[src/rtl/pht_pkg.sv]
// Shared definitions for the pattern history table scheduler: counter
// encodings, saturating counter helpers and the grant FSM state type.
package pht_pkg;

   localparam logic [1:0] SNT = 2'b00;
   localparam logic [1:0] WNT = 2'b01;
   localparam logic [1:0] WT  = 2'b10;
   localparam logic [1:0] ST  = 2'b11;

   typedef enum logic {
      LK_PRI   = 1'b0,
      UP_FORCE = 1'b1
   } grant_e;

   function automatic logic [1:0] sat_inc(input logic [1:0] c);
      return (c == ST) ? ST : c + 2'd1;
   endfunction

   function automatic logic [1:0] sat_dec(input logic [1:0] c);
      return (c == SNT) ? SNT : c - 2'd1;
   endfunction

endpackage

[src/rtl/pht_upd_fifo.sv]
// Small synchronous FIFO holding resolved-branch updates until the table
// port is free. Pushes when full and pops when empty are ignored.
module pht_upd_fifo #(
   parameter int W     = 5,
   parameter int DEPTH = 2
) (
   input  logic                       clk,
   input  logic                       rst,
   input  logic                       push_i,
   input  logic                       pop_i,
   input  logic [W-1:0]               din_i,
   output logic [W-1:0]               dout_o,
   output logic                       full_o,
   output logic                       empty_o,
   output logic [$clog2(DEPTH+1)-1:0] count_o
);

   localparam int PTR_W = (DEPTH > 1) ? $clog2(DEPTH) : 1;
   localparam int CNT_W = $clog2(DEPTH + 1);

   logic [W-1:0]     mem_q [DEPTH];
   logic [PTR_W-1:0] wr_q, rd_q;
   logic [CNT_W-1:0] count_q, count_d;
   logic             do_push, do_pop;

   function automatic logic [PTR_W-1:0] ptr_next(input logic [PTR_W-1:0] p);
      return (p == PTR_W'(DEPTH - 1)) ? '0 : p + 1'b1;
   endfunction

   assign full_o  = (count_q == CNT_W'(DEPTH));
   assign empty_o = (count_q == '0);
   assign count_o = count_q;
   assign dout_o  = mem_q[rd_q];
   assign do_push = push_i & ~full_o;
   assign do_pop  = pop_i & ~empty_o;

   always_comb begin
      count_d = count_q;
      case ({do_push, do_pop})
         2'b10:   count_d = count_q + 1'b1;
         2'b01:   count_d = count_q - 1'b1;
         default: count_d = count_q;
      endcase
   end

   always_ff @(posedge clk) begin
      if (rst) begin
         wr_q    <= '0;
         rd_q    <= '0;
         count_q <= '0;
      end else begin
         if (do_push) wr_q <= ptr_next(wr_q);
         if (do_pop)  rd_q <= ptr_next(rd_q);
         count_q <= count_d;
      end
   end

   // Storage needs no reset: occupancy alone decides what is valid.
   always_ff @(posedge clk) begin
      if (do_push) mem_q[wr_q] <= din_i;
   end

endmodule

[src/rtl/pht_scheduler.sv]
// Pattern history table of 2-bit counters behind a single access port shared
// by fetch lookups and buffered resolve updates, with a starvation guard.
module pht_scheduler
   import pht_pkg::*;
#(
   parameter int IDX_W      = 4,
   parameter int UQ_DEPTH   = 2,
   parameter int STARVE_MAX = 3
) (
   input  logic                          clk,
   input  logic                          rst,
   input  logic                          lk_valid,
   input  logic [IDX_W-1:0]              lk_idx,
   output logic                          lk_ready,
   output logic                          pred_valid,
   output logic                          pred_taken,
   input  logic                          up_valid,
   input  logic [IDX_W-1:0]              up_idx,
   input  logic                          up_taken,
   output logic                          up_ready,
   output logic [$clog2(UQ_DEPTH+1)-1:0] uq_count
);

   localparam int ENTRIES = 2 ** IDX_W;
   localparam int ST_W    = $clog2(STARVE_MAX + 1);

   logic [1:0]      pht_q [ENTRIES];
   grant_e          state_q, state_d;
   logic [ST_W-1:0] starve_q, starve_d;
   logic            pred_valid_q, pred_taken_q;
   logic            lk_acc, fifo_push, fifo_pop, fifo_full, fifo_empty;
   logic [IDX_W:0]  head;

   assign lk_ready   = (state_q == LK_PRI);
   assign lk_acc     = lk_valid & lk_ready;
   assign up_ready   = ~fifo_full;
   assign fifo_push  = up_valid & up_ready;
   // The port goes to the update queue only when no lookup is taking it.
   assign fifo_pop   = ~fifo_empty & ((state_q == UP_FORCE) | ~lk_valid);
   assign pred_valid = pred_valid_q;
   assign pred_taken = pred_taken_q;

   pht_upd_fifo #(
      .W     (IDX_W + 1),
      .DEPTH (UQ_DEPTH)
   ) u_fifo (
      .clk     (clk),
      .rst     (rst),
      .push_i  (fifo_push),
      .pop_i   (fifo_pop),
      .din_i   ({up_idx, up_taken}),
      .dout_o  (head),
      .full_o  (fifo_full),
      .empty_o (fifo_empty),
      .count_o (uq_count)
   );

   always_comb begin
      starve_d = starve_q;
      state_d  = state_q;
      case (state_q)
         LK_PRI: begin
            if (fifo_pop || fifo_empty) starve_d = '0;
            else if (lk_acc)            starve_d = starve_q + 1'b1;
            if (starve_d == ST_W'(STARVE_MAX)) state_d = UP_FORCE;
         end
         UP_FORCE: begin
            starve_d = '0;
            state_d  = LK_PRI;
         end
         default: begin
            starve_d = '0;
            state_d  = LK_PRI;
         end
      endcase
   end

   always_ff @(posedge clk) begin
      if (rst) begin
         state_q      <= LK_PRI;
         starve_q     <= '0;
         pred_valid_q <= 1'b0;
         pred_taken_q <= 1'b0;
         for (int i = 0; i < ENTRIES; i++) pht_q[i] <= SNT;
      end else begin
         state_q      <= state_d;
         starve_q     <= starve_d;
         pred_valid_q <= lk_acc;
         pred_taken_q <= lk_acc & pht_q[lk_idx][1];
         if (fifo_pop)
            pht_q[head[IDX_W:1]] <= head[0] ? sat_inc(pht_q[head[IDX_W:1]])
                                            : sat_dec(pht_q[head[IDX_W:1]]);
      end
   end

endmodule

[config.mk]
export PLATFORM = sky130hd
export DESIGN_NAME = pht_scheduler
export DESIGN_NICKNAME = d
export VERILOG_FILES = /design/src/rtl/pht_pkg.sv /design/src/rtl/pht_upd_fifo.sv /design/src/rtl/pht_scheduler.sv
export SDC_FILE = /design/constraint.sdc
export NUM_CORES = 1
export LEC_CHECK = 0
export ABC_AREA = 1
export BUFFER_PORTS_ARGS = -buffer_cell sky130_fd_sc_hd__buf_2
export CAP_MARGIN = 30
export CORE_MARGIN = 2
export CORE_UTILIZATION = 30
export CTS_CLUSTER_DIAMETER = 200
export DETAILED_ROUTE_END_ITERATION = 8
export SYNTH_ARGS = -nofsm -noshare
export SYNTH_HDL_FRONTEND = slang
export SYNTH_HIERARCHICAL = 1
export SYNTH_SLANG_ARGS = --single-unit
[constraint.sdc]
create_clock -name clk -period 6.99 [get_ports clk]
set_clock_uncertainty 0.2 [all_clocks]
set_input_delay 0.699 -clock clk [delete_from_list [all_inputs] [get_ports clk]]
set_output_delay 0.699 -clock clk [all_outputs]
set_load 0.02 [all_outputs]
# Yosys cells after proc, flatten, opt, wreduce, memory -nomap -nowiden
# Memories as Yosys holds them, arrays and structs flattened. A register that Yosys moved wholly into a read port is not among the register bits.
# Index checks and enable logic that the tools add are counted.
# classes
addsub,7
mul,0
div,0
magnitude_cmp,0
eq_ne,5
shift,0
mux,24
bitwise,11
n_reduce_logical,5
# ops
operator,n
$mux 2,7
$mux 1,13
$eq 2x2->1 const B,4
$pmux 2 s2,2
$add 2x1->2 const B,3
$and 1x1->1,6
$logic_not 2->1,2
$mux 4,1
$not 1->1,4
$sub 2x1->2 const B,2
$add 1x1->1 const B,2
$eq 2x1->1 const B,1
$pmux 1 s2,1
$reduce_bool 2->1,1
$reduce_or 2->1,1
$logic_or 1x1->1,1
$or 1x1->1,1
# totals
regBits,9
latchBits,0
mem_bits_rw,42
romBits,0
input_bits,13
output_inout_bits,6
n_memories,2
# memory_table
name,words,word_bits,read_ports,rd_ports_with_merged_regs,write_ports,line,rtl
pht_q,16,2,2,0,16,pht_scheduler.sv:27,logic [1:0] pht_q [ENTRIES];
u_fifo.mem_q,2,5,1,1,1,pht_upd_fifo.sv:21,logic [W-1:0] mem_q [DEPTH];

# Logic depth before layout (Yosys ltp)
# Gate-level depths: netlist (run 1).
# logic_depth
word_depth,9
depth_mapped,14

# Cells and area by module
# Netlist (run 1), hierarchy kept.
# by_module_without_submodules
module,instances,cells_each,area_per_inst_um2
pht_scheduler,1,254,2016.9
pht_upd_fifo,1,55,629.4

# Least setup slack after synthesis (run 1)
# Ideal clock, no wire load.
# synth_timing
path_type,register to register
startpoint,register (tool-made name)
endpoint,memory pht_q[10][0] (data pin)
setup_time_ns,0.254
arrival_time_ns,1.808
slack_ns,4.729
stages_incl_launch_ff,14
n_path_buf,2
cell_sequence,dfxtp_1 mux2_2 buf_4 nand2_1 nand2_1 nand2_1 nand2_1 nand2_1 nand2_1 o21ai_4 nand2_2 nand2_2 buf_6 nor2_1
# synth_lines
element,line
"end, declared",pht_scheduler.sv:27

==> flow_summary.html, run 1 <==
<table>
<tr><th>Metric</th><th>Value</th></tr>
<tr><th colspan="2">Route</th></tr>
<tr><td>Post-DR wirelength/cell</td><td>13.2 µm</td></tr>
<tr><td>Overall routed net length</td><td>5720 µm</td></tr>
<tr><td>Detailed-route DRC error count</td><td>0</td></tr>
<tr><td>Routed Antenna Nets</td><td>0</td></tr>
<tr><td>Vias per cell</td><td>4.72</td></tr>
<tr><td>Total vias in the final route</td><td>2045</td></tr>
<tr><td>1st-iter DRT viols</td><td>159</td></tr>
<tr><td>Length of the first detailed-routing pass in iterations</td><td>4</td></tr>
<tr><th colspan="2">Cells and area</th></tr>
<tr><td>Fraction of layout instances using a drive strength above 1</td><td>0.138</td></tr>
<tr><td>Finished layout cell area</td><td>2910 µm²</td></tr>
<tr><td>Number of antenna diodes</td><td>0</td></tr>
<tr><td>P&amp;R area growth vs syn</td><td>10.0%</td></tr>
<tr><td>Core occupancy in the finished layout</td><td>0.337</td></tr>
<tr><td>Final layout net count</td><td>338</td></tr>
<tr><td>Post-route insts no fill</td><td>433</td></tr>
<tr><th colspan="2">Worst setup path</th></tr>
<tr><td>R2R cell count</td><td>12</td></tr>
<tr><td>Startpoint kind of the worst setup timing path</td><td>flop</td></tr>
<tr><td>CP Buf/Inv Count</td><td>1</td></tr>
<tr><td>Data required, critical path</td><td>6.85 ns</td></tr>
<tr><td>Slack of the worst reg-to-reg path</td><td>4.09 ns</td></tr>
<tr><td>Slowest cell on the critical path</td><td>sky130_fd_sc_hd__dfxtp_1</td></tr>
<tr><td>Highest cell delay on the worst timing path</td><td>0.46 ns</td></tr>
<tr><td>Peak fanout along the critical path</td><td>20</td></tr>
<tr><td>Largest delay share family, worst path</td><td>simple AND/OR/NAND/NOR gates</td></tr>
<tr><td>Worst reg2reg path endpoint</td><td>pht_q[12][0]$_SDFFCE_PN0P_</td></tr>
<tr><td>Critical path capture point type</td><td>flop</td></tr>
<tr><td>Arrival time at the worst endpoint</td><td>2.76 ns</td></tr>
<tr><td>Most Frequent Cell on Critical Path</td><td>sky130_fd_sc_hd__nand2_1</td></tr>
<tr><td>Cell-by-cell trace of the critical path</td><td>mux2_2, inv_2, nand2_1, nand2_1, nand2_1, nand2_1, nand2_1, nand2_1, o21ai_4, nand2_2, nand2_2, nor2_1</td></tr>
<tr><td>Type of the setup path with the least slack</td><td>reg2reg</td></tr>
<tr><th colspan="2">Synth</th></tr>
<tr><td>Summed instance area of the synthesized netlist</td><td>2650 µm²</td></tr>
<tr><td>Area share of the leading cell type in the synthesized netlist</td><td>0.477</td></tr>
<tr><td>Leading cell type by number of instances after synthesis</td><td>sky130_fd_sc_hd__nand2_1</td></tr>
<tr><td>Commonest register cell after synthesis</td><td>sky130_fd_sc_hd__edfxtp_1</td></tr>
<tr><td>Number of distinct library cells after synthesis</td><td>28</td></tr>
<tr><td>Fraction of synthesis flops using an asynchronous set or reset pin</td><td>0</td></tr>
<tr><td>Number of warnings issued by yosys</td><td>6</td></tr>
<tr><td>Number of synthesized register bits</td><td>52</td></tr>
<tr><td>Synthesized net count</td><td>323</td></tr>
<tr><td>Instance count of the mapped netlist</td><td>309</td></tr>
<tr><td>Most frequent cells after synthesis</td><td>sky130_fd_sc_hd__nand2_1, sky130_fd_sc_hd__nor2_1, sky130_fd_sc_hd__edfxtp_1</td></tr>
<tr><td>Synthesized area per cell</td><td>8.56 µm²</td></tr>
<tr><td>Cell taking the most area after synthesis</td><td>sky130_fd_sc_hd__edfxtp_1</td></tr>
<tr><td>EDFF count, synth</td><td>42</td></tr>
<tr><td>Sequential area share after synthesis</td><td>0.552</td></tr>
<tr><td>Leading post-synthesis cells by cell area</td><td>sky130_fd_sc_hd__edfxtp_1, sky130_fd_sc_hd__nand2_1, sky130_fd_sc_hd__dfxtp_1</td></tr>
<tr><th colspan="2">GRT</th></tr>
<tr><td>Total overflow reported by the global router</td><td>0</td></tr>
<tr><td>Largest net degree at the start of global routing</td><td>21</td></tr>
<tr><td>Total routing resource utilization after global routing</td><td>0.124</td></tr>
<tr><td>Initial antenna violation count</td><td>0</td></tr>
<tr><td>Via count of the first global-routing pass</td><td>1991</td></tr>
<tr><td>Global-route wire length before repair</td><td>9400 µm</td></tr>
<tr><th colspan="2">Floorplan</th></tr>
<tr><td>Overall die area</td><td>9590 µm²</td></tr>
<tr><td>Horiz. Die Dim</td><td>97.9 µm</td></tr>
<tr><td>Die height</td><td>97.9 µm</td></tr>
<tr><td>Core box area</td><td>8640 µm²</td></tr>
<tr><td>Site Rows</td><td>34</td></tr>
<tr><td>Number of placed I/O pins</td><td>19</td></tr>
<tr><td>Starting utilization of the core area</td><td>0.306</td></tr>
<tr><th colspan="2">Hold path</th></tr>
<tr><td>Endpoint of the worst hold path</td><td>starve_q[0]$_SDFF_PP0_</td></tr>
<tr><td>Startpoint of the worst hold path</td><td>starve_q[0]$_SDFF_PP0_</td></tr>
<tr><td>HP Class</td><td>reg2reg</td></tr>
<tr><td>Cells on Worst Hold Path</td><td>1</td></tr>
<tr><th colspan="2">Placed design</th></tr>
<tr><td>Placed standard-cell area</td><td>2800 µm²</td></tr>
<tr><td>DP Cell Count</td><td>425</td></tr>
<tr><td>Gp weighted congestion</td><td>0.848</td></tr>
<tr><td>Half-perimeter wire length after placement</td><td>4240 µm</td></tr>
<tr><td>Port-buffer cells</td><td>18</td></tr>
<tr><th colspan="2">Timing</th></tr>
<tr><td>Count of endpoints failing hold in the final timing report</td><td>0</td></tr>
<tr><td>Transition at the pin with the smallest max-transition slack</td><td>0.666 ns</td></tr>
<tr><td>Period utilization</td><td>0.416</td></tr>
<tr><td>Worst-case headroom to the max-slew limit</td><td>0.553</td></tr>
<tr><td>Sum of negative setup slack</td><td>0 ns</td></tr>
<tr><td>Post-route minimum period</td><td>2.90 ns</td></tr>
<tr><td>Fmax</td><td>344 MHz</td></tr>
<tr><td>Number of max-slew violations in the final report</td><td>0</td></tr>
<tr><td>Setup repair after global routing missed its margin</td><td>no</td></tr>
<tr><td>Finish-stage setup viols</td><td>0</td></tr>
<tr><th colspan="2">Power</th></tr>
<tr><td>Leakage</td><td>1.21 nW</td></tr>
<tr><td>Maximum vdd drop</td><td>91.5 µV</td></tr>
<tr><td>P per Cell Area</td><td>264 nW/µm²</td></tr>
<tr><td>Total power draw</td><td>0.768 mW</td></tr>
<tr><th colspan="2">Clocking</th></tr>
<tr><td>Maximum clock path buffer count</td><td>2</td></tr>
<tr><td>Clock buffer count from CTS</td><td>5</td></tr>
<tr><td>Post-cts gate resize count</td><td>0</td></tr>
<tr><td>Clock sink count</td><td>52</td></tr>
<tr><td>Clock network latency to the later pin of the worst-skew pair</td><td>0.31 ns</td></tr>
<tr><td>Clock H-tree levels</td><td>2</td></tr>
<tr><td>Clock tree from TritonCTS</td><td>yes</td></tr>
<tr><td>Setup Fix Bufs, Post-CTS</td><td>0</td></tr>
<tr><td>Number of hold buffers added after CTS</td><td>0</td></tr>
<tr><td>Root cell of the clock tree</td><td>sky130_fd_sc_hd__clkbuf_8</td></tr>
<tr><td>Clock transition at the registers of the reported paths</td><td>0.10 ns</td></tr>
<tr><th colspan="2">Flow run</th></tr>
<tr><td>Number of maximum-capacitance constraint violations</td><td>0</td></tr>
<tr><th colspan="2">Status</th></tr>
<tr><td>Outcome</td><td>complete, no violations</td></tr>
</table>
-- cell usage in the layout, fill, tap and decap left out, types with 2 or more instances in the layout --
cell type / count
sky130_fd_sc_hd__nor2_4: 3
sky130_fd_sc_hd__nor3_1: 4
sky130_fd_sc_hd__inv_2: 3
sky130_fd_sc_hd__dfxtp_1: 10
sky130_fd_sc_hd__nand2_2: 4
sky130_fd_sc_hd__nand2_1: 113
sky130_fd_sc_hd__a21oi_1: 18
sky130_fd_sc_hd__edfxtp_1: 42
sky130_fd_sc_hd__buf_2: 18
sky130_fd_sc_hd__o211ai_1: 4
sky130_fd_sc_hd__nand3_1: 5
sky130_fd_sc_hd__o21ai_0: 10
sky130_fd_sc_hd__nand4_1: 2
sky130_fd_sc_hd__mux2_2: 5
sky130_fd_sc_hd__nor2_1: 47
sky130_fd_sc_hd__inv_1: 20
sky130_fd_sc_hd__clkbuf_8: 5
-- metal layers --
layer	GRT usage	vias to the layer above	part of all wire
met1	0.166	953	0.47
met2	0.202	47	0.47
li1	-	1033	-
met4	0.0438	0	0.017
met3	0.0251	12	0.045
met5	0	-	0
-- stage by stage --
stage               hold WS [ns]  worst slack, ns
global placement           0.237             4.19
floorplan                  0.226             4.73
finish                     0.273             4.09
detailed placement         0.261             4.10
CTS                        0.278             4.08
global route               0.290             3.78
-- how the worst max path moves through the flow --
| stage | startpoint | endpoint | slack [ns] | cells past startpoint |
|---|---|---|---|---|
| after floorplan | flop | pht_q[10][0]$_SDFFCE_PN0P_ | 4.73 | 13 |
| after global placement | flop | pht_q[2][0]$_SDFFCE_PN0P_ | 4.19 | 12 |
| after detailed placement | flop | pht_q[2][0]$_SDFFCE_PN0P_ | 4.10 | 12 |
| after CTS | flop | pht_q[14][0]$_SDFFCE_PN0P_ | 4.08 | 12 |
| after global routing | flop | pht_q[9][0]$_SDFFCE_PN0P_ | 3.78 | 12 |
| final | flop | pht_q[12][0]$_SDFFCE_PN0P_ | 4.09 | 12 |
-- layout make-up --
type / count / area, µm²
Sequential cell: 52 / 1460
Fill cell: 896 / 5720
Clock buffer: 5 / 68.8
Timing Repair Buffer: 18 / 90.1
Tap cell: 108 / 135
Inverter: 24 / 90.1
Multi-Input combinational cell: 223 / 1020
Clock inverter: 3 / 46.3
-- where the power goes --
| part | switching [mW] | internal [mW] |
|---|---|---|
| logic | 0.135 | 0.0505 |
| registers | 0.0145 | 0.357 |
| clock network | 0.102 | 0.109 |
-- logic make-up after synthesis --
family                   synth area share
AO/OA/AOI/OAI                      0.0728
adder cells (fa/ha/maj)           0.00473
buffers and inverters              0.0624
AND/OR/NAND/NOR                     0.283
flip-flops                          0.552
XOR/XNOR                          0.00331
multiplexers                       0.0213
-- worst register-to-register path, cell delays in order, from the launching register on --
cell and delay, ns:
sky130_fd_sc_hd__dfxtp_1 0.46, sky130_fd_sc_hd__mux2_2 0.46, sky130_fd_sc_hd__inv_2 0.23, sky130_fd_sc_hd__nand2_1 0.10, sky130_fd_sc_hd__nand2_1 0.05, sky130_fd_sc_hd__nand2_1 0.05
sky130_fd_sc_hd__nand2_1 0.05, sky130_fd_sc_hd__nand2_1 0.05, sky130_fd_sc_hd__nand2_1 0.10, sky130_fd_sc_hd__o21ai_4 0.45, sky130_fd_sc_hd__nand2_2 0.09, sky130_fd_sc_hd__nand2_2 0.29
sky130_fd_sc_hd__nor2_1 0.07
-- flip-flops by register name, indices dropped and copies added, names as in the netlist, named ones only --
| name | cells |
|---|---|
| u_fifo/mem_q | 10 |
| starve_q | 2 |
| u_fifo/rd_q | 1 |
| u_fifo/count_o | 2 |
| pred_valid | 1 |
| u_fifo/wr_q | 1 |
| pred_taken | 1 |
| state_q | 1 |
| pht_q | 32 |
Note: power is estimated with default switching activity, not from simulation.
==> run 2, diff against run 1 <==
ABC_AREA = 0   (was 1)
clock period = 2.5 ns   (was 6.99 ns; I/O delays follow)
==> run 2 against run 1 <==
The run now ends with negative setup slack left. Critical path depth fell by 5. Register-to-register slack got worse by 4.1 ns. Fmax rose by 16%. Highest routed layer unchanged. Via count down 18%. Synthesized area is 4.3% lower. Worst hold slack worse by 0.16 ns. Largest cell class unchanged. Clock-buffer cell count up 1.
==> flow_summary.html, run 2 <==
<table>
<tr><th>Metric</th><th>Value</th></tr>
<tr><th colspan="2">Status</th></tr>
<tr><td>Outcome</td><td>complete, but fails checks</td></tr>
<tr><td>Failing checks</td><td>negative setup slack</td></tr>
<tr><th colspan="2">Worst setup path</th></tr>
<tr><td>Peak fanout along the critical path</td><td>6</td></tr>
<tr><td>Startpoint kind of the worst setup timing path</td><td>flop</td></tr>
<tr><td>Cell-by-cell trace of the critical path</td><td>mux2_4, mux4_2, a22o_1, nor2_4, maj3_4, clkbuf_16, nor2_2</td></tr>
<tr><td>Data required, critical path</td><td>2.38 ns</td></tr>
<tr><td>Slowest cell on the critical path</td><td>sky130_fd_sc_hd__mux4_2</td></tr>
<tr><td>Largest delay share family, worst path</td><td>multiplexers</td></tr>
<tr><td>Highest cell delay on the worst timing path</td><td>0.44 ns</td></tr>
<tr><td>CP Buf/Inv Count</td><td>1</td></tr>
<tr><td>Critical path capture point type</td><td>flop</td></tr>
<tr><td>Arrival time at the worst endpoint</td><td>2.38 ns</td></tr>
<tr><td>Type of the setup path with the least slack</td><td>reg2reg</td></tr>
<tr><th colspan="2">Power</th></tr>
<tr><td>Clock group share of total power</td><td>0.187</td></tr>
<tr><td>Internal portion of total power</td><td>1.71 mW</td></tr>
<tr><td>Sequential share of power</td><td>0.403</td></tr>
<tr><td>Net switching share of the total power</td><td>0.354</td></tr>
<tr><td>Logic pwr share</td><td>0.411</td></tr>
<tr><td>P per Cell Area</td><td>829 nW/µm²</td></tr>
<tr><td>Leakage</td><td>1.17 nW</td></tr>
<tr><td>Net Sw Power</td><td>0.937 mW</td></tr>
<tr><td>Maximum vdd drop</td><td>368 µV</td></tr>
<tr><td>Total power draw</td><td>2.65 mW</td></tr>
<tr><th colspan="2">Route</th></tr>
<tr><td>Vias per cell</td><td>4.72</td></tr>
<tr><td>Detailed-route DRC error count</td><td>0</td></tr>
<tr><td>Total vias in the final route</td><td>1675</td></tr>
<tr><td>Overall routed net length</td><td>5370 µm</td></tr>
<tr><td>Wl on met1</td><td>2520 µm</td></tr>
<tr><td>Routed Antenna Nets</td><td>0</td></tr>
<tr><td>1st-iter DRT viols</td><td>63</td></tr>
<tr><td>Post-DR wirelength/cell</td><td>15.1 µm</td></tr>
<tr><td>Top layer used by detailed routing</td><td>met4</td></tr>
<tr><td>Met3 wirelength from detailed routing</td><td>331 µm</td></tr>
<tr><td>Met2 WL post-DR</td><td>2460 µm</td></tr>
<tr><td>Length of the first detailed-routing pass in iterations</td><td>4</td></tr>
<tr><th colspan="2">Placed design</th></tr>
<tr><td>Port-buffer cells</td><td>18</td></tr>
<tr><td>Half-perimeter wire length after placement</td><td>3620 µm</td></tr>
<tr><td>Gp weighted congestion</td><td>0.704</td></tr>
<tr><th colspan="2">Synth</th></tr>
<tr><td>Leading cell type by number of instances after synthesis</td><td>sky130_fd_sc_hd__edfxtp_1</td></tr>
<tr><td>Fraction of synthesis flops using an asynchronous set or reset pin</td><td>0</td></tr>
<tr><td>Summed instance area of the synthesized netlist</td><td>2530 µm²</td></tr>
<tr><td>EDFF count, synth</td><td>42</td></tr>
<tr><td>Synthesized net count</td><td>210</td></tr>
<tr><td>Cell taking the most area after synthesis</td><td>sky130_fd_sc_hd__edfxtp_1</td></tr>
<tr><td>Area share of the leading cell type in the synthesized netlist</td><td>0.498</td></tr>
<tr><td>Most frequent cells after synthesis</td><td>sky130_fd_sc_hd__edfxtp_1, sky130_fd_sc_hd__nor2_1, sky130_fd_sc_hd__nand2_1</td></tr>
<tr><td>Sequential area share after synthesis</td><td>0.577</td></tr>
<tr><td>Number of synthesized register bits</td><td>52</td></tr>
<tr><td>Instance count of the mapped netlist</td><td>196</td></tr>
<tr><td>Synthesized area per cell</td><td>12.9 µm²</td></tr>
<tr><td>Commonest register cell after synthesis</td><td>sky130_fd_sc_hd__edfxtp_1</td></tr>
<tr><td>Leading post-synthesis cells by cell area</td><td>sky130_fd_sc_hd__edfxtp_1, sky130_fd_sc_hd__mux4_2, sky130_fd_sc_hd__dfxtp_1</td></tr>
<tr><td>Number of warnings issued by yosys</td><td>6</td></tr>
<tr><td>Number of distinct library cells after synthesis</td><td>33</td></tr>
<tr><th colspan="2">Cells and area</th></tr>
<tr><td>Most frequent cells in the layout</td><td>sky130_fd_sc_hd__edfxtp_1, sky130_fd_sc_hd__buf_4, sky130_fd_sc_hd__nand2_1, sky130_fd_sc_hd__nor2_2, sky130_fd_sc_hd__buf_2</td></tr>
<tr><td>Largest Register</td><td>pht_q</td></tr>
<tr><td>Max FFs per register</td><td>32</td></tr>
<tr><td>P&amp;R area growth vs syn</td><td>26.2%</td></tr>
<tr><td>Largest regs</td><td>pht_q x32, u_fifo/mem_q x10</td></tr>
<tr><td>Core occupancy in the finished layout</td><td>0.389</td></tr>
<tr><td>Final layout net count</td><td>263</td></tr>
<tr><td>Commonest non-fill, non-tap cell in the layout</td><td>sky130_fd_sc_hd__edfxtp_1</td></tr>
<tr><td>Number of antenna diodes</td><td>0</td></tr>
<tr><td>Fraction of layout instances using a drive strength above 1</td><td>0.424</td></tr>
<tr><th colspan="2">Timing</th></tr>
<tr><td>Finish-stage setup viols</td><td>2</td></tr>
<tr><td>Period utilization</td><td>1.00</td></tr>
<tr><td>Post-route minimum period</td><td>2.50 ns</td></tr>
<tr><td>Number of max-slew violations in the final report</td><td>0</td></tr>
<tr><td>Worst-case headroom to the max-slew limit</td><td>0.798</td></tr>
<tr><td>Fmax</td><td>400 MHz</td></tr>
<tr><td>Count of endpoints failing hold in the final timing report</td><td>0</td></tr>
<tr><td>Transition at the pin with the smallest max-transition slack</td><td>0.302 ns</td></tr>
<tr><td>Final setup slack of the worst path</td><td>-0.00145 ns</td></tr>
<tr><td>Setup repair after global routing missed its margin</td><td>yes</td></tr>
<tr><th colspan="2">Floorplan</th></tr>
<tr><td>Horiz. Die Dim</td><td>95.9 µm</td></tr>
<tr><td>Starting utilization of the core area</td><td>0.308</td></tr>
<tr><td>Overall die area</td><td>9190 µm²</td></tr>
<tr><td>Core box area</td><td>8220 µm²</td></tr>
<tr><td>Number of placed I/O pins</td><td>19</td></tr>
<tr><td>Site Rows</td><td>33</td></tr>
<tr><td>Die height</td><td>95.9 µm</td></tr>
<tr><th colspan="2">Clocking</th></tr>
<tr><td>Clock buffer count from CTS</td><td>5</td></tr>
<tr><td>Clock network latency to the later pin of the worst-skew pair</td><td>0.31 ns</td></tr>
<tr><td>Clock H-tree levels</td><td>2</td></tr>
<tr><td>Clock transition at the registers of the reported paths</td><td>0.10 ns</td></tr>
<tr><td>Maximum clock path buffer count</td><td>2</td></tr>
<tr><td>Clock tree from TritonCTS</td><td>yes</td></tr>
<tr><td>Clock sink count</td><td>52</td></tr>
<tr><td>Root cell of the clock tree</td><td>sky130_fd_sc_hd__clkbuf_8</td></tr>
<tr><th colspan="2">GRT</th></tr>
<tr><td>Via count of the first global-routing pass</td><td>1610</td></tr>
<tr><td>Global-route wire length before repair</td><td>8100 µm</td></tr>
<tr><td>Largest net degree at the start of global routing</td><td>24</td></tr>
<tr><td>Total routing resource utilization after global routing</td><td>0.120</td></tr>
<tr><td>Initial antenna violation count</td><td>0</td></tr>
<tr><td>Total overflow reported by the global router</td><td>0</td></tr>
<tr><th colspan="2">Hold path</th></tr>
<tr><td>HP Class</td><td>in2reg</td></tr>
<tr><th colspan="2">Flow run</th></tr>
<tr><td>Number of maximum-capacitance constraint violations</td><td>0</td></tr>
</table>
-- run 2: cell type report --
| class | instances | area (µm²) |
|---|---|---|
| clock buffers | 6 | 72.6 |
| clock inverters | 2 | 15.0 |
| fillers | 787 | 5020 |
| inverters | 7 | 26.3 |
| multi-input cells | 132 | 1100 |
| flip-flops and latches | 52 | 1470 |
| well taps | 105 | 131 |
| repair buffers | 51 | 388 |
-- run 2: worst reg2reg max path, stage by stage (launching register included) --
cell	delay (ns)
sky130_fd_sc_hd__edfxtp_1	0.40
sky130_fd_sc_hd__mux2_4	0.34
sky130_fd_sc_hd__mux4_2	0.45
sky130_fd_sc_hd__a22o_1	0.25
sky130_fd_sc_hd__nor2_4	0.16
sky130_fd_sc_hd__maj3_4	0.26
sky130_fd_sc_hd__clkbuf_16	0.17
sky130_fd_sc_hd__nor2_2	0.03
-- run 2: path summary, 6_finish.rpt --
| check | to | from | slack (ns) | cells after the start |
|---|---|---|---|---|
| hold reg to reg | starve_q[0]$_SDFF_PP0_ | starve_q[0]$_SDFF_PP0_ | 0.27 | 1 |
| setup reg to reg | pht_q[4][0]$_SDFFCE_PN0P_ | u_fifo/mem_q[1][1]$_DFFE_PP_ | -0.001 | 7 |
| setup / recovery | pht_q[4][0]$_SDFFCE_PN0P_ | u_fifo/mem_q[1][1]$_DFFE_PP_ | -0.001 | 7 |
| hold / removal | pred_taken$_SDFF_PP0_ | lk_idx[3] | 0.12 | 3 |
-- run 2: cell families after synthesis --
group / Yosys count / share of synthesized area
buf+inv: 14 / 0.0316
mux: 18 / 0.142
simple gates: 98 / 0.202
fa+ha+maj: 3 / 0.0158
flops: 52 / 0.577
xor+xnor: 4 / 0.0138
compound gates: 7 / 0.0178
-- run 2: routing by layer --
| metal | GRT usage | vias up |
|---|---|---|
| met5 | 0 | - |
| met4 | 0.0321 | 0 |
| met3 | 0.0431 | 7 |
| met2 | 0.187 | 46 |
| met1 | 0.159 | 818 |
| li1 | - | 804 |
-- run 2: what timing repair did --
action / CTS / global route
hold buffers: 5 / 0
setup endpoints to repair: 6 / 32
pin swaps: 1 / 7
buffers inserted: 2 / 4
hold endpoints to repair: 10 / 0
resized for setup: 0 / 28
gates cloned: 0 / 3
-- run 2: through the flow --
stage / cell area, µm² / setup WS [ns] / hold WS (ns) / std cells / setup TNS, ns
6_report: 3200 / -0.00145 / 0.118 / 355 / -0.00238
3_3_place_gp: 2860 / 0.0282 / 0.238 / 333 / 0
4_1_cts: 3030 / 0.0283 / 0.113 / 348 / 0
2_1_floorplan: 2540 / 0.0247 / 0.115 / 196 / 0
3_5_place_dp: 2860 / -0.0207 / 0.243 / 333 / -0.0585
5_1_grt: 3200 / -0.0633 / 0.111 / 355 / -1.04
-- run 2: power groups by stage --
stage	Combinational, mW	Clock (mW)	Sequential [mW]
3_5_place_dp	0.787	0	1.08
5_1_grt	1.16	0.545	1.08
4_1_cts	0.867	0.502	1.06
3_3_place_gp	0.778	0	1.08
2_1_floorplan	0.614	0	1.09
6_report	1.09	0.494	1.07
==> run 3, diff against run 2 <==
CORE_ASPECT_RATIO = 0.75   (was default)
==> run 3 against run 2 <==
The flow still finishes with violations (negative setup slack). Die area hardly changed. Final cell count up 1.1%. Global-route usage decreased by 0.56 points. Power decreased by 0.64%. Sequential share of layout area rose by 0.67 points. Fmax shrank 2.7%. Worst setup slack worse by 0.069 ns. Utilization rose by 0.36 points. Wire length is essentially flat. Largest power group unchanged. Critical path depth increased by 1. Via count increased by 0.90%.
==> flow_summary.html, run 3 (synthesized netlist as in run 2, its figures left out) <==
<table>
<tr><th>Metric</th><th>Value</th></tr>
<tr><th colspan="2">Status</th></tr>
<tr><td>Outcome</td><td>complete, but fails checks</td></tr>
<tr><td>Failing checks</td><td>negative setup slack</td></tr>
<tr><th colspan="2">Cells and area</th></tr>
<tr><td>Number of antenna diodes</td><td>0</td></tr>
<tr><td>Fillcell total</td><td>763</td></tr>
<tr><td>Largest Register</td><td>pht_q</td></tr>
<tr><td>Finished layout cell area</td><td>3150 µm²</td></tr>
<tr><td>Largest regs</td><td>pht_q x32, u_fifo/mem_q x10</td></tr>
<tr><td>Core occupancy in the finished layout</td><td>0.393</td></tr>
<tr><td>Fraction of layout instances using a drive strength above 1</td><td>0.390</td></tr>
<tr><td>Post-route insts no fill</td><td>359</td></tr>
<tr><td>P&amp;R area growth vs syn</td><td>24.4%</td></tr>
<tr><td>Final layout net count</td><td>267</td></tr>
<tr><td>Max FFs per register</td><td>32</td></tr>
<tr><td>Most frequent cells in the layout</td><td>sky130_fd_sc_hd__edfxtp_1, sky130_fd_sc_hd__buf_4, sky130_fd_sc_hd__nor2_1, sky130_fd_sc_hd__nand2_1, sky130_fd_sc_hd__buf_2</td></tr>
<tr><td>Commonest non-fill, non-tap cell in the layout</td><td>sky130_fd_sc_hd__edfxtp_1</td></tr>
<tr><th colspan="2">Clocking</th></tr>
<tr><td>Clock transition at the registers of the reported paths</td><td>0.09 ns</td></tr>
<tr><td>Clock buffer count from CTS</td><td>5</td></tr>
<tr><td>Clock H-tree levels</td><td>2</td></tr>
<tr><td>Root cell of the clock tree</td><td>sky130_fd_sc_hd__clkbuf_8</td></tr>
<tr><td>Clock tree from TritonCTS</td><td>yes</td></tr>
<tr><td>Clock network latency to the later pin of the worst-skew pair</td><td>0.31 ns</td></tr>
<tr><td>Clock sink count</td><td>52</td></tr>
<tr><td>Maximum clock path buffer count</td><td>2</td></tr>
<tr><th colspan="2">Route</th></tr>
<tr><td>Total vias in the final route</td><td>1690</td></tr>
<tr><td>Routed Antenna Nets</td><td>0</td></tr>
<tr><td>Vias per cell</td><td>4.71</td></tr>
<tr><td>Length of the first detailed-routing pass in iterations</td><td>4</td></tr>
<tr><td>Overall routed net length</td><td>5370 µm</td></tr>
<tr><td>Detailed-route DRC error count</td><td>0</td></tr>
<tr><td>Post-DR wirelength/cell</td><td>15.0 µm</td></tr>
<tr><td>1st-iter DRT viols</td><td>161</td></tr>
<tr><th colspan="2">Power</th></tr>
<tr><td>Total power draw</td><td>2.63 mW</td></tr>
<tr><td>P per Cell Area</td><td>836 nW/µm²</td></tr>
<tr><td>Leakage</td><td>1.16 nW</td></tr>
<tr><td>Maximum vdd drop</td><td>332 µV</td></tr>
<tr><th colspan="2">Worst setup path</th></tr>
<tr><td>Critical path capture point type</td><td>flop</td></tr>
<tr><td>Most Frequent Cell on Critical Path</td><td>sky130_fd_sc_hd__nor2_4</td></tr>
<tr><td>Cell count along the critical path</td><td>8</td></tr>
<tr><td>Startpoint kind of the worst setup timing path</td><td>flop</td></tr>
<tr><td>Cell-by-cell trace of the critical path</td><td>mux2_4, buf_6, mux4_2, a22o_1, nor2_4, maj3_4, clkbuf_16, nor2_4</td></tr>
<tr><td>Type of the setup path with the least slack</td><td>reg2reg</td></tr>
<tr><td>R2R cell count</td><td>8</td></tr>
<tr><td>Slack of the worst reg-to-reg path</td><td>-0.07 ns</td></tr>
<tr><td>Data required, critical path</td><td>2.37 ns</td></tr>
<tr><td>Largest delay share family, worst path</td><td>multiplexers</td></tr>
<tr><td>Slowest cell on the critical path</td><td>sky130_fd_sc_hd__mux4_2</td></tr>
<tr><td>Peak fanout along the critical path</td><td>6</td></tr>
<tr><td>Arrival time at the worst endpoint</td><td>2.44 ns</td></tr>
<tr><td>CP Buf/Inv Count</td><td>2</td></tr>
<tr><td>Highest cell delay on the worst timing path</td><td>0.40 ns</td></tr>
<tr><th colspan="2">Hold path</th></tr>
<tr><td>Cells on Worst Hold Path</td><td>3</td></tr>
<tr><td>Startpoint of the worst hold path</td><td>lk_idx[3]</td></tr>
<tr><td>HP Class</td><td>in2reg</td></tr>
<tr><th colspan="2">GRT</th></tr>
<tr><td>Total routing resource utilization after global routing</td><td>0.115</td></tr>
<tr><td>Initial antenna violation count</td><td>0</td></tr>
<tr><td>Total overflow reported by the global router</td><td>0</td></tr>
<tr><td>Via count of the first global-routing pass</td><td>1597</td></tr>
<tr><td>Global-route wire length before repair</td><td>7870 µm</td></tr>
<tr><td>Largest net degree at the start of global routing</td><td>23</td></tr>
<tr><th colspan="2">Floorplan</th></tr>
<tr><td>Core box area</td><td>8020 µm²</td></tr>
<tr><td>Horiz. Die Dim</td><td>110 µm</td></tr>
<tr><td>Site Rows</td><td>28</td></tr>
<tr><td>Number of placed I/O pins</td><td>19</td></tr>
<tr><td>Overall die area</td><td>9200 µm²</td></tr>
<tr><td>Die height</td><td>83.6 µm</td></tr>
<tr><td>Starting utilization of the core area</td><td>0.316</td></tr>
<tr><th colspan="2">Timing</th></tr>
<tr><td>Worst-case headroom to the max-slew limit</td><td>0.809</td></tr>
<tr><td>Transition at the pin with the smallest max-transition slack</td><td>0.286 ns</td></tr>
<tr><td>Final setup slack of the worst path</td><td>-0.0707 ns</td></tr>
<tr><td>Setup repair after global routing missed its margin</td><td>yes</td></tr>
<tr><td>Period utilization</td><td>1.03</td></tr>
<tr><td>Fmax</td><td>389 MHz</td></tr>
<tr><td>Count of endpoints failing hold in the final timing report</td><td>0</td></tr>
<tr><td>Number of max-slew violations in the final report</td><td>0</td></tr>
<tr><td>Finish-stage setup viols</td><td>32</td></tr>
<tr><td>Post-route minimum period</td><td>2.57 ns</td></tr>
<tr><th colspan="2">Placed design</th></tr>
<tr><td>DP Cell Count</td><td>331</td></tr>
<tr><td>Half-perimeter wire length after placement</td><td>3620 µm</td></tr>
<tr><td>Port-buffer cells</td><td>18</td></tr>
<tr><td>Placed standard-cell area</td><td>2850 µm²</td></tr>
<tr><td>Gp weighted congestion</td><td>0.810</td></tr>
<tr><th colspan="2">Flow run</th></tr>
<tr><td>Number of maximum-capacitance constraint violations</td><td>0</td></tr>
</table>
## run 3: layer usage
layer	part of all wire	track usage
met1	0.49	0.165
met2	0.41	0.167
met3	0.088	0.0328
met4	0.014	0.0341
met5	0	0
## run 3: metrics by stage
step,setup TNS (ns),setup WS [ns],hold slack [ns]
3_5_place_dp,-0.0581,-0.0188,0.243
6_report,-1.48,-0.0707,0.159
4_1_cts,0,0.0169,0.159
2_1_floorplan,0,0.0247,0.115
3_3_place_gp,0,0.0263,0.244
5_1_grt,-3.35,-0.121,0.192
## run 3: area by class of cell
cell class | count | area [µm²] | share of cell area
tap | 105 | 131 | 0.0417
multi-input combinational | 131 | 1010 | 0.321
clock buffer | 5 | 68.8 | 0.0218
clock inverter | 3 | 18.8 | 0.00596
timing repair buffer | 56 | 429 | 0.136
inverter | 7 | 26.3 | 0.00834
sequential | 52 | 1470 | 0.465
## run 3: where the power goes
group          total (mW)  internal [mW]  leakage [nW]  switching (mW)
Clock               0.474          0.194        0.0378           0.281
Sequential           1.07           1.03         0.506          0.0493
Combinational        1.08          0.528         0.621           0.556
Total                2.63           1.75          1.16           0.886
## run 3: final timing paths
check	end
worst max-delay path	pht_q[11][0]$_SDFFCE_PN0P_
worst min-delay path	pred_taken$_SDFF_PP0_
worst max register to register	pht_q[11][0]$_SDFFCE_PN0P_
worst min register to register	starve_q[0]$_SDFF_PP0_
## run 3: what timing repair did
item                                    in CTS  in global routing
buffers inserted                             3                 10
hold buffers                                 5                  0
cloned                                       0                  2
endpoints found under the hold margin       10                  0
endpoints found under the setup margin      14                 32
pin swaps                                    1                  6
gates resized for setup                      0                 13
## run 3: worst reg2reg max path: stages, from the launching register on
cell	delay, ns
sky130_fd_sc_hd__dfxtp_4	0.38
sky130_fd_sc_hd__mux2_4	0.35
sky130_fd_sc_hd__buf_6	0.13
sky130_fd_sc_hd__mux4_2	0.40
sky130_fd_sc_hd__a22o_1	0.27
sky130_fd_sc_hd__nor2_4	0.14
sky130_fd_sc_hd__maj3_4	0.26
sky130_fd_sc_hd__clkbuf_16	0.17
sky130_fd_sc_hd__nor2_4	0.03
